==> config.mk <==
export PLATFORM = sky130hd
export DESIGN_NAME = registro_temp
export DESIGN_NICKNAME = d
export VERILOG_FILES = /design/src/rtl/registro_temp.sv
export SDC_FILE = /design/constraint.sdc
export NUM_CORES = 1
export LEC_CHECK = 0
export ABC_AREA = 1
export CELL_PAD_IN_SITES_DETAIL_PLACEMENT = 1
export CELL_PAD_IN_SITES_GLOBAL_PLACEMENT = 1
export CORE_MARGIN = 2
export CORE_UTILIZATION = 47
export CTS_CLUSTER_SIZE = 14
export DETAILED_ROUTE_END_ITERATION = 7
export DONT_BUFFER_PORTS = 1
export GPL_TIMING_DRIVEN = 0
export PLACE_DENSITY_LB_ADDON = 0.05
export SLEW_MARGIN = 10
export SYNTH_ARGS = -nofsm -noshare
export SYNTH_HDL_FRONTEND = slang
export SYNTH_SLANG_ARGS = --single-unit
==> constraint.sdc <==
create_clock -name clk -period 3.3 [get_ports clk]
set_input_delay 0.66 -clock clk [delete_from_list [all_inputs] [get_ports clk]]
set_output_delay 0.66 -clock clk [all_outputs]
set_load 0.05 [all_outputs]
==> src/rtl/registro_temp.sv <==
// Temperature front end: accepts sensor samples, averages the last four and
// tracks how long the average has stayed outside the normal band.
module registro_temp #(
    parameter logic signed [10:0] TEMP_BAJO    = 11'sd180,
    parameter logic signed [10:0] TEMP_ALTO    = 11'sd250,
    parameter logic signed [10:0] TEMP_RESET   = 11'sd215,
    parameter logic signed [10:0] CODIGO_ERROR = 11'sh400
) (
    input  logic               clk,
    input  logic               rst,
    input  logic               sensor_valid,
    input  logic signed [10:0] sensor_dato,
    output logic               sensor_ready,
    output logic signed [10:0] temp_registrado,
    output logic [2:0]         contador_fuera_rango,
    output logic               fuera_rango,
    output logic               dato_nuevo,
    output logic               error_sensor
);

    typedef enum logic [1:0] {INICIO, ESPERA, CALC} estado_t;
    typedef enum logic [1:0] {NONE, COLD, HOT} lado_t;

    estado_t estado, estado_sig;
    lado_t   lado, lado_sig;

    logic signed [10:0] w0, w1, w2, w3;
    logic signed [12:0] suma, media13;
    logic signed [10:0] media;
    logic [2:0]         contador_sig;
    logic               aceptar, es_error;

    assign sensor_ready = !rst && (estado != CALC);
    assign aceptar      = sensor_valid && sensor_ready;
    assign es_error     = (sensor_dato == CODIGO_ERROR);

    // Sum of four 11-bit values needs 13 bits; the shift floors toward -inf
    assign suma    = {{2{w0[10]}}, w0} + {{2{w1[10]}}, w1}
                   + {{2{w2[10]}}, w2} + {{2{w3[10]}}, w3};
    assign media13 = suma >>> 2;
    assign media   = media13[10:0];

    always_ff @(posedge clk) begin
        if (rst) estado <= INICIO;
        else     estado <= estado_sig;
    end

    always_comb begin
        estado_sig   = estado;
        lado_sig     = lado;
        contador_sig = contador_fuera_rango;
        case (estado)
            INICIO, ESPERA: begin
                if (aceptar && !es_error) estado_sig = CALC;
            end
            CALC: begin
                estado_sig = ESPERA;
                if (media < TEMP_BAJO) begin
                    lado_sig = COLD;
                    if (lado != COLD)
                        contador_sig = 3'd1;
                    else if (contador_fuera_rango != 3'd7)
                        contador_sig = contador_fuera_rango + 3'd1;
                end else if (media > TEMP_ALTO) begin
                    lado_sig = HOT;
                    if (lado != HOT)
                        contador_sig = 3'd1;
                    else if (contador_fuera_rango != 3'd7)
                        contador_sig = contador_fuera_rango + 3'd1;
                end else begin
                    lado_sig     = NONE;
                    contador_sig = 3'd0;
                end
            end
            default: estado_sig = INICIO;
        endcase
    end

    always_ff @(posedge clk) begin
        if (rst) begin
            w0                   <= '0;
            w1                   <= '0;
            w2                   <= '0;
            w3                   <= '0;
            lado                 <= NONE;
            temp_registrado      <= TEMP_RESET;
            contador_fuera_rango <= 3'd0;
            fuera_rango          <= 1'b0;
            dato_nuevo           <= 1'b0;
            error_sensor         <= 1'b0;
        end else begin
            dato_nuevo   <= 1'b0;
            error_sensor <= aceptar && es_error;
            // The first good sample fills the whole window so the average starts at it
            if (aceptar && !es_error) begin
                if (estado == INICIO) begin
                    w0 <= sensor_dato;
                    w1 <= sensor_dato;
                    w2 <= sensor_dato;
                    w3 <= sensor_dato;
                end else begin
                    w3 <= w2;
                    w2 <= w1;
                    w1 <= w0;
                    w0 <= sensor_dato;
                end
            end
            if (estado == CALC) begin
                temp_registrado      <= media;
                contador_fuera_rango <= contador_sig;
                lado                 <= lado_sig;
                fuera_rango          <= (lado_sig != NONE);
                dato_nuevo           <= 1'b1;
            end
        end
    end

endmodule

==> results.md, run 1 <==
- Status: finished, violations left
- Failing checks: negative setup slack
- Main combinational cell family by area after synthesis: compound AO/OA/AOI/OAI gates
- Pre-antenna DRT Iters: 4
- Fraction of layout cells with a size suffix above 1: 23.6%
- Global-route wire length before repair: 17800 um
- Remaining DRCs: 0
- Crit-path cells: inv_2 -> fa_1 -> fa_1 -> inv_1 -> ha_4 -> nand2_2 -> inv_2 -> nand2_1 -> nand2_1 -> nand2_1 -> nand3_1 -> nand2_2 -> nand2_4 -> nor2_4 -> nand3_2 -> nand2_2 -> buf_4 -> nand2_1 -> a41oi_1
- CP startpoint kind: flop
- Relative slew slack: 33.0%
- Max clock buf depth: 2
- Area growth syn-to-layout: 21.8%
- N_diodes: 0
- Highest Clock Rate: 294 MHz
- Largest cells by area after synthesis: dfxtp_1, fa_1, o21ai_0, inv_1, nand2_1
- Worst VDD drop: 0.298 mV
- Hold crit path type: flop to flop
- Die ar.: 9040 um2
- Fillers: 1025
- Worst-Skew Late Latency: 0.34 ns
- Net Count, Synth: 580
- Setup TNS: -0.262 ns
- Synth Instances: 532
- Period utilisation layout: 103%
- Vias in the first global route: 3621
- Adder-Cell Fraction of Synth Area: 15.3%
- Max stage delay on crit path: 0.53 ns
- Port-buffer cells: 0
- RD Place Congestion: 0.825
- Family with the most delay on the worst path: adder cells
- GRT overflow: 0
- Multiplexer area fraction after synthesis: 0.289%
- Hold Buf Count CTS: 0
- Unrepaired setup endpoints after global routing: true
- Crit. End Element: flop
- Fin. max-slew vios: 0
- Die Width: 95.1 um
- Cell area after synthesis: 3900 um2
- Initial antenna violation count: 0
- Core area: 8130 um2
- FF+latch count, synth: 65
- Final setup vio count: 3
- Largest net degree at the start of global routing: 13
- Arrival time worst endpoint: 3.65 ns
- Slowest cell on crit path: fa_1
- Maxcap violations: 0
- Synth area leader: dfxtp_1
- Dpl cell area: 4030 um2
- Final wirelength: 12700 um
- Simple-Gate Fraction of Synth Area: 18.3%
- Final Worst Setup Slack: -0.0969 ns
- Slew @ Worst Pin: 1.01 ns
- Placed wire-length estimate: 8330 um
- WP data required: 3.55 ns
- Hold slack: 0.440 ns
- Die Y-Extent: 95.1 um
- Xor and xnor area share after synthesis: 1.09%
- I/O pins: 32
- Synth Area in Compound Gates: 19.5%
- Leakage: 0.00203 uW
- Fin crit period: 3.40 ns
- Clock Sinks: 65
- CTS root buf: clkbuf_8
- CTS H-tree depth: 3
- CP bufs+invs: 4
- Avg WL per Cell: 18.9 um
- Yosys top cell area share: 33.4%
- GRT Total Usage: 25.9%
- PnR Total Power: 3050 uW
- DR vias/cell: 5.57
- Sequential fraction of the synthesis area: 33.4%
- Total CTS buffers: 9
- Critical path class: flop to flop
- Hold violation total from the final report: 0
- Reg clk slew, reported paths: 0.09 ns
- Detailed router's first-iteration violation count: 103
- CTS tree: built
- Final core occ: 58.4%
- Crit path max fanout: 4
- Design Area, Final: 4750 um2
- Synthesized area per cell: 7.33 um2
- Synth Warn #: 0
- Max Clock Skew: 0.0142 ns
- Initial core utilization: 48.0%
- Routed via count: 3727
- Most Frequent Cell on Critical Path: nand2_1
- Pwr per Cell Area: 642 nW/um2
- Fin nets: 607
- Unique masters post-synth: 36
- Post-route ant nets: 0
- # rows: 33
-- placed cells by master, fill, tap and decap left out, types with 3 or more instances in the layout --
cell | Yosys | layout
a21oi_1 | 50 | 48
buf_4 | 1 | 17
bufinv_16 | 0 | 3
clkbuf_1 | 18 | 19
clkbuf_8 | 0 | 9
dfxtp_1 | 65 | 59
dfxtp_2 | 0 | 6
fa_1 | 23 | 21
ha_4 | 0 | 10
inv_1 | 103 | 85
inv_2 | 2 | 19
nand2_1 | 85 | 59
nand2_2 | 9 | 29
nand2_4 | 1 | 6
nand3_1 | 21 | 14
nand3_2 | 2 | 8
nand4_1 | 7 | 7
nor2_1 | 20 | 14
nor2_2 | 1 | 4
nor2_4 | 2 | 5
o21ai_0 | 84 | 84
o22ai_1 | 3 | 3
-- worst paths after layout --
path,start,end,slack [ns],cells after the start
worst max register to register,w2[4]$_SDFFE_PP0P_,fuera_rango$_SDFFE_PP0P_,-0.1,19
worst min-delay path,estado[1]$_SDFFE_PP0P_,estado[1]$_SDFFE_PP0P_,0.44,1
worst max-delay path,w2[4]$_SDFFE_PP0P_,fuera_rango$_SDFFE_PP0P_,-0.1,19
worst min register to register,estado[1]$_SDFFE_PP0P_,estado[1]$_SDFFE_PP0P_,0.44,1
-- power breakdown --
group | leakage (uW) | internal, uW | switching [uW]
Sequential | 0.000536 | 849 | 102
Clock | 0.000117 | 507 | 351
Combinational | 0.00138 | 461 | 783
Total | 0.00203 | 1820 | 1240
-- metal layers --
metal / global-route usage [%] / part of all wire, % / vias to the layer above
li1: - / - / 1758
met1: 31.3 / 41 / 1814
met2: 45.2 / 51 / 116
met3: 5.69 / 4.9 / 39
met4: 9.18 / 3.8 / 0
met5: 0 / 0 / -
-- area by class of cell --
type                       instances  area, um2  share of cell area (%)
clock buffer                      10        128                    2.69
inverter                         105        397                    8.35
clock inverter                     6        115                    2.42
timing repair buffer              16        120                    2.53
tap                              105        131                    2.76
buffer                            20       78.8                    1.66
sequential                        65       1310                    27.5
multi-input combinational        342       2470                    52.1
-- cells by family (layout without fill, tap and decap cells) --
kind of cell	Yosys count	after routing
and+or+nand+nor	157	157
adders and majority gates	34	34
buffers and inverters	125	157
DFF	65	65
xor gates and xnor gates	4	4
muxes	1	1
AOI/OAI and AO/OA	146	146
-- registers in the layout (all words and copies together) (netlist names) --
signal and flops:
temp_registrado 11, w0 11, w1 11, w2 11, w3 11, contador_fuera_rango 3
estado 2, lado 2, dato_nuevo 1, error_sensor 1, fuera_rango 1
-- cells in the mapped netlist --
cell and instances:
nand2_4 1, nor4_1 2, mux2_2 1, nand4_1 7, dfxtp_1 65, buf_1 1, o21ai_0 84, xor2_1 1
a21boi_1 1, xnor2_1 2, inv_1 103, a41oi_1 1, a21oi_1 50, nand3_2 2, nand2_1 85, a22o_1 2
clkbuf_1 18, nand3b_1 1, inv_2 2, or2_2 1, a21o_1 2, nor2_1 20, nand2_2 9, ha_1 11
buf_4 1, nor2_4 2, o21bai_1 2, or2_0 1, fa_1 23, nor3_1 3, o22a_1 1, nor2_2 1
and2_1 1, nand3_1 21, xor2_2 1, o22ai_1 3
-- per-stage QoR --
| stage | setup WS [ns] | std cells |
|---|---|---|
| 2_1_floorplan | 0.288 | 532 |
| 3_3_place_gp | -0.0393 | 637 |
| 3_5_place_dp | -0.128 | 637 |
| 4_1_cts | 0.00296 | 655 |
| 5_1_grt | -0.256 | 669 |
| 6_report | -0.0969 | 669 |
-- repair_timing --
action                                  in CTS  in global routing
pin swaps                                    7                 57
endpoints found under the setup margin       5                  6
gates resized for setup                      8                 93
gates cloned                                 0                  0
setup buffers                                2                 14
Power figures use the tool's default switching activity.
==> inputs of run 2 (changes only) <==
--- a/config.mk
+++ b/config.mk
@@ -10,9 +10,11 @@
 export CELL_PAD_IN_SITES_GLOBAL_PLACEMENT = 1
 export CORE_MARGIN = 2
 export CORE_UTILIZATION = 47
+export CTS_CLUSTER_DIAMETER = 100
 export CTS_CLUSTER_SIZE = 14
 export DETAILED_ROUTE_END_ITERATION = 7
 export DONT_BUFFER_PORTS = 1
+export GPL_ROUTABILITY_DRIVEN = 1
 export GPL_TIMING_DRIVEN = 0
 export PLACE_DENSITY_LB_ADDON = 0.05
 export SLEW_MARGIN = 10
==> results of run 2 <==
Same layout as run 1: the final DEF is identical, and so are final timing and power.
==> inputs of run 3 (changes only) <==
--- a/config.mk
+++ b/config.mk
@@ -8,8 +8,8 @@
 export ABC_AREA = 1
 export CELL_PAD_IN_SITES_DETAIL_PLACEMENT = 1
 export CELL_PAD_IN_SITES_GLOBAL_PLACEMENT = 1
-export CORE_MARGIN = 2
 export CORE_UTILIZATION = 47
+export CTS_BUF_LIST = sky130_fd_sc_hd__clkbuf_8 sky130_fd_sc_hd__clkbuf_16
 export CTS_CLUSTER_DIAMETER = 100
 export CTS_CLUSTER_SIZE = 14
 export DETAILED_ROUTE_END_ITERATION = 7
==> run 3 against run 2 <==
Worst hold slack improved by 0.025 ns. Highest routed layer unchanged. Worst setup slack improved by 0.13 ns. The run now ends clean. Sequential share of layout area increased by 1.5 points. Count of clock-buffer cells in the layout decreased by 1. Routed wire length decreased by 5.9%. Final area decreased by 5.4%. Clock power decreased by 20%. Cell count decreased by 1.9%.
==> results.md, run 3 (synthesis results as in run 1) <==
- # rows: 32
- Max Clock Skew: 0.0119 ns
- Maxcap violations: 0
- Routed via count: 3603
- Worst VDD drop: 0.353 mV
- Period utilisation layout: 99.1%
- Fin nets: 597
- FF/Latch Area: 1300 um2
- Hold crit path type: flop to flop
- Die Width: 93.1 um
- Initial antenna violation count: 0
- GRT overflow: 0
- Clock Sinks: 65
- Arrival time worst endpoint: 3.57 ns
- Die Y-Extent: 93.1 um
- Worst-Skew Late Latency: 0.35 ns
- Pwr per Cell Area: 606 nW/um2
- Area growth syn-to-layout: 15.2%
- Post-route insts no fill: 656
- CTS tree: built
- DR vias/cell: 5.49
- CTS H-tree depth: 3
- Avg WL per Cell: 18.2 um
- Hold Buf Count CTS: 0
- Critical path endpoint: contador_fuera_rango[2]$_SDFFE_PP0P_
- Relative slew slack: 32.7%
- Slowest cell on crit path: fa_1
- Fin. max-slew vios: 0
- Pre-antenna DRT Iters: 4
- Fillers: 1008
- WP data required: 3.60 ns
- RD Place Congestion: 0.821
- Fin crit period: 3.27 ns
- Leakage: 0.00194 uW
- Highest Clock Rate: 306 MHz
- Largest net degree at the start of global routing: 12
- Final core occ: 57.0%
- Worst reg2reg path depth: 17
- Core area: 7890 um2
- Inst Count DP: 634
- Total CTS buffers: 9
- CP startpoint kind: flop
- Critical path class: flop to flop
- Design Area, Final: 4500 um2
- Setup TNS: 0 ns
- Final wirelength: 11900 um
- Critical path origin: w0[6]$_SDFFE_PP0P_
- Crit-path cells: inv_1 -> fa_1 -> fa_1 -> inv_1 -> ha_2 -> nand2_2 -> nor2_2 -> nand3_1 -> nand4_1 -> nand2_4 -> nor2_4 -> nand3_2 -> nand2_1 -> nand4_1 -> nand2_2 -> nand3_2 -> nand2_1
- GRT Total Usage: 26.6%
- Remaining DRCs: 0
- Reg2reg start: w0[6]$_SDFFE_PP0P_
- Initial core utilization: 49.5%
- R2r setup slk: 0.03 ns
- Dpl cell area: 4030 um2
- Vias in the first global route: 3678
- Global-route wire length before repair: 17800 um
- Reg-to-reg endpoint: contador_fuera_rango[2]$_SDFFE_PP0P_
- Crit. End Element: flop
- Final setup vio count: 0
- Detailed router's first-iteration violation count: 89
- Die ar.: 8670 um2
- Max clock buf depth: 2
- Hold violation total from the final report: 0
- Reg clk slew, reported paths: 0.08 ns
- Port-buffer cells: 0
- Post-route ant nets: 0
- Most common cell after layout, fill and taps aside: inv_1
- CTS root buf: clkbuf_8
- Most frequent cells in the layout: inv_1, o21ai_0, nand2_1
- Status: finished, final reports clean
- Multi-input logic area: 2360 um2
- Fraction of layout cells with a size suffix above 1: 17.0%
- N_diodes: 0
- Unrepaired setup endpoints after global routing: true
- Placed wire-length estimate: 8330 um
- Slew @ Worst Pin: 1.01 ns
- I/O pins: 32
- Crit path max fanout: 5
- Max stage delay on crit path: 0.54 ns
==> run 3: cell count changes in the layout (fill, tap and decap cells not counted), moves of 4 or more <==
cell and change:
buf_4 -10, clkinv_2 +4, dfxtp_1 +4, dfxtp_2 -4, inv_1 +10, inv_2 -8, nand2_1 +11, nand2_2 -8
==> run 3: power by group <==
group | switching, uW | internal, uW
Sequential | 99.9 | 849
Combinational | 702 | 387
Clock | 343 | 342
Total | 1140 | 1580
==> run 3: cell type report <==
class / instances / share of cell area, %
sequential: 65 / 29.0
tap: 102 / 2.84
buffer: 20 / 1.75
clock inverter: 7 / 1.39
multi-input combinational: 342 / 52.5
inverter: 105 / 8.77
timing repair buffer: 6 / 1.00
clock buffer: 9 / 2.76
==> run 3: how the worst min path moves through the flow <==
stage	slack, ns	to	from	cells after the start
2_1_floorplan	0.41	estado[1]$_SDFFE_PP0P_	estado[1]$_SDFFE_PP0P_	1
5_1_grt	0.49	estado[1]$_SDFFE_PP0P_	estado[1]$_SDFFE_PP0P_	1
6_report	0.47	estado[1]$_SDFFE_PP0P_	estado[1]$_SDFFE_PP0P_	1
3_5_place_dp	0.45	estado[1]$_SDFFE_PP0P_	estado[1]$_SDFFE_PP0P_	1
4_1_cts	0.46	estado[1]$_SDFFE_PP0P_	estado[1]$_SDFFE_PP0P_	1
3_3_place_gp	0.43	estado[1]$_SDFFE_PP0P_	estado[1]$_SDFFE_PP0P_	1
==> run 3: through the flow <==
| step | hold WS [ns] | power, uW | setup slack [ns] |
|---|---|---|---|
| after global placement | 0.426 | 1790 | -0.0161 |
| final | 0.466 | 2720 | 0.0299 |
| after CTS | 0.464 | 2530 | 0.00657 |
| after floorplan | 0.413 | 1610 | 0.288 |
| after global routing | 0.491 | 2870 | -0.134 |
| after detailed placement | 0.452 | 1830 | -0.118 |
==> run 3: metal layers <==
metal | global-route usage, % | routed length, um
met5 | 0 | 0
met4 | 8.72 | 271
met3 | 4.72 | 362
met2 | 47.5 | 6160
met1 | 32.3 | 5130
==> run 3: worst max-delay path: cells and delay by family (launching register included) <==
kind                     cells  cell delay, ns
buffers and inverters        2            0.12
AND/OR/NAND/NOR             12            1.35
flip-flops                   1            0.31
adder cells (fa/ha/maj)      3            1.42
==> run 3: what timing repair did <==
| item | 4_1_cts | 5_1_grt |
|---|---|---|
| buffers inserted | 1 | 5 |
| pin swaps | 5 | 26 |
| setup endpoints to repair | 5 | 6 |
| gates resized for setup | 9 | 51 |
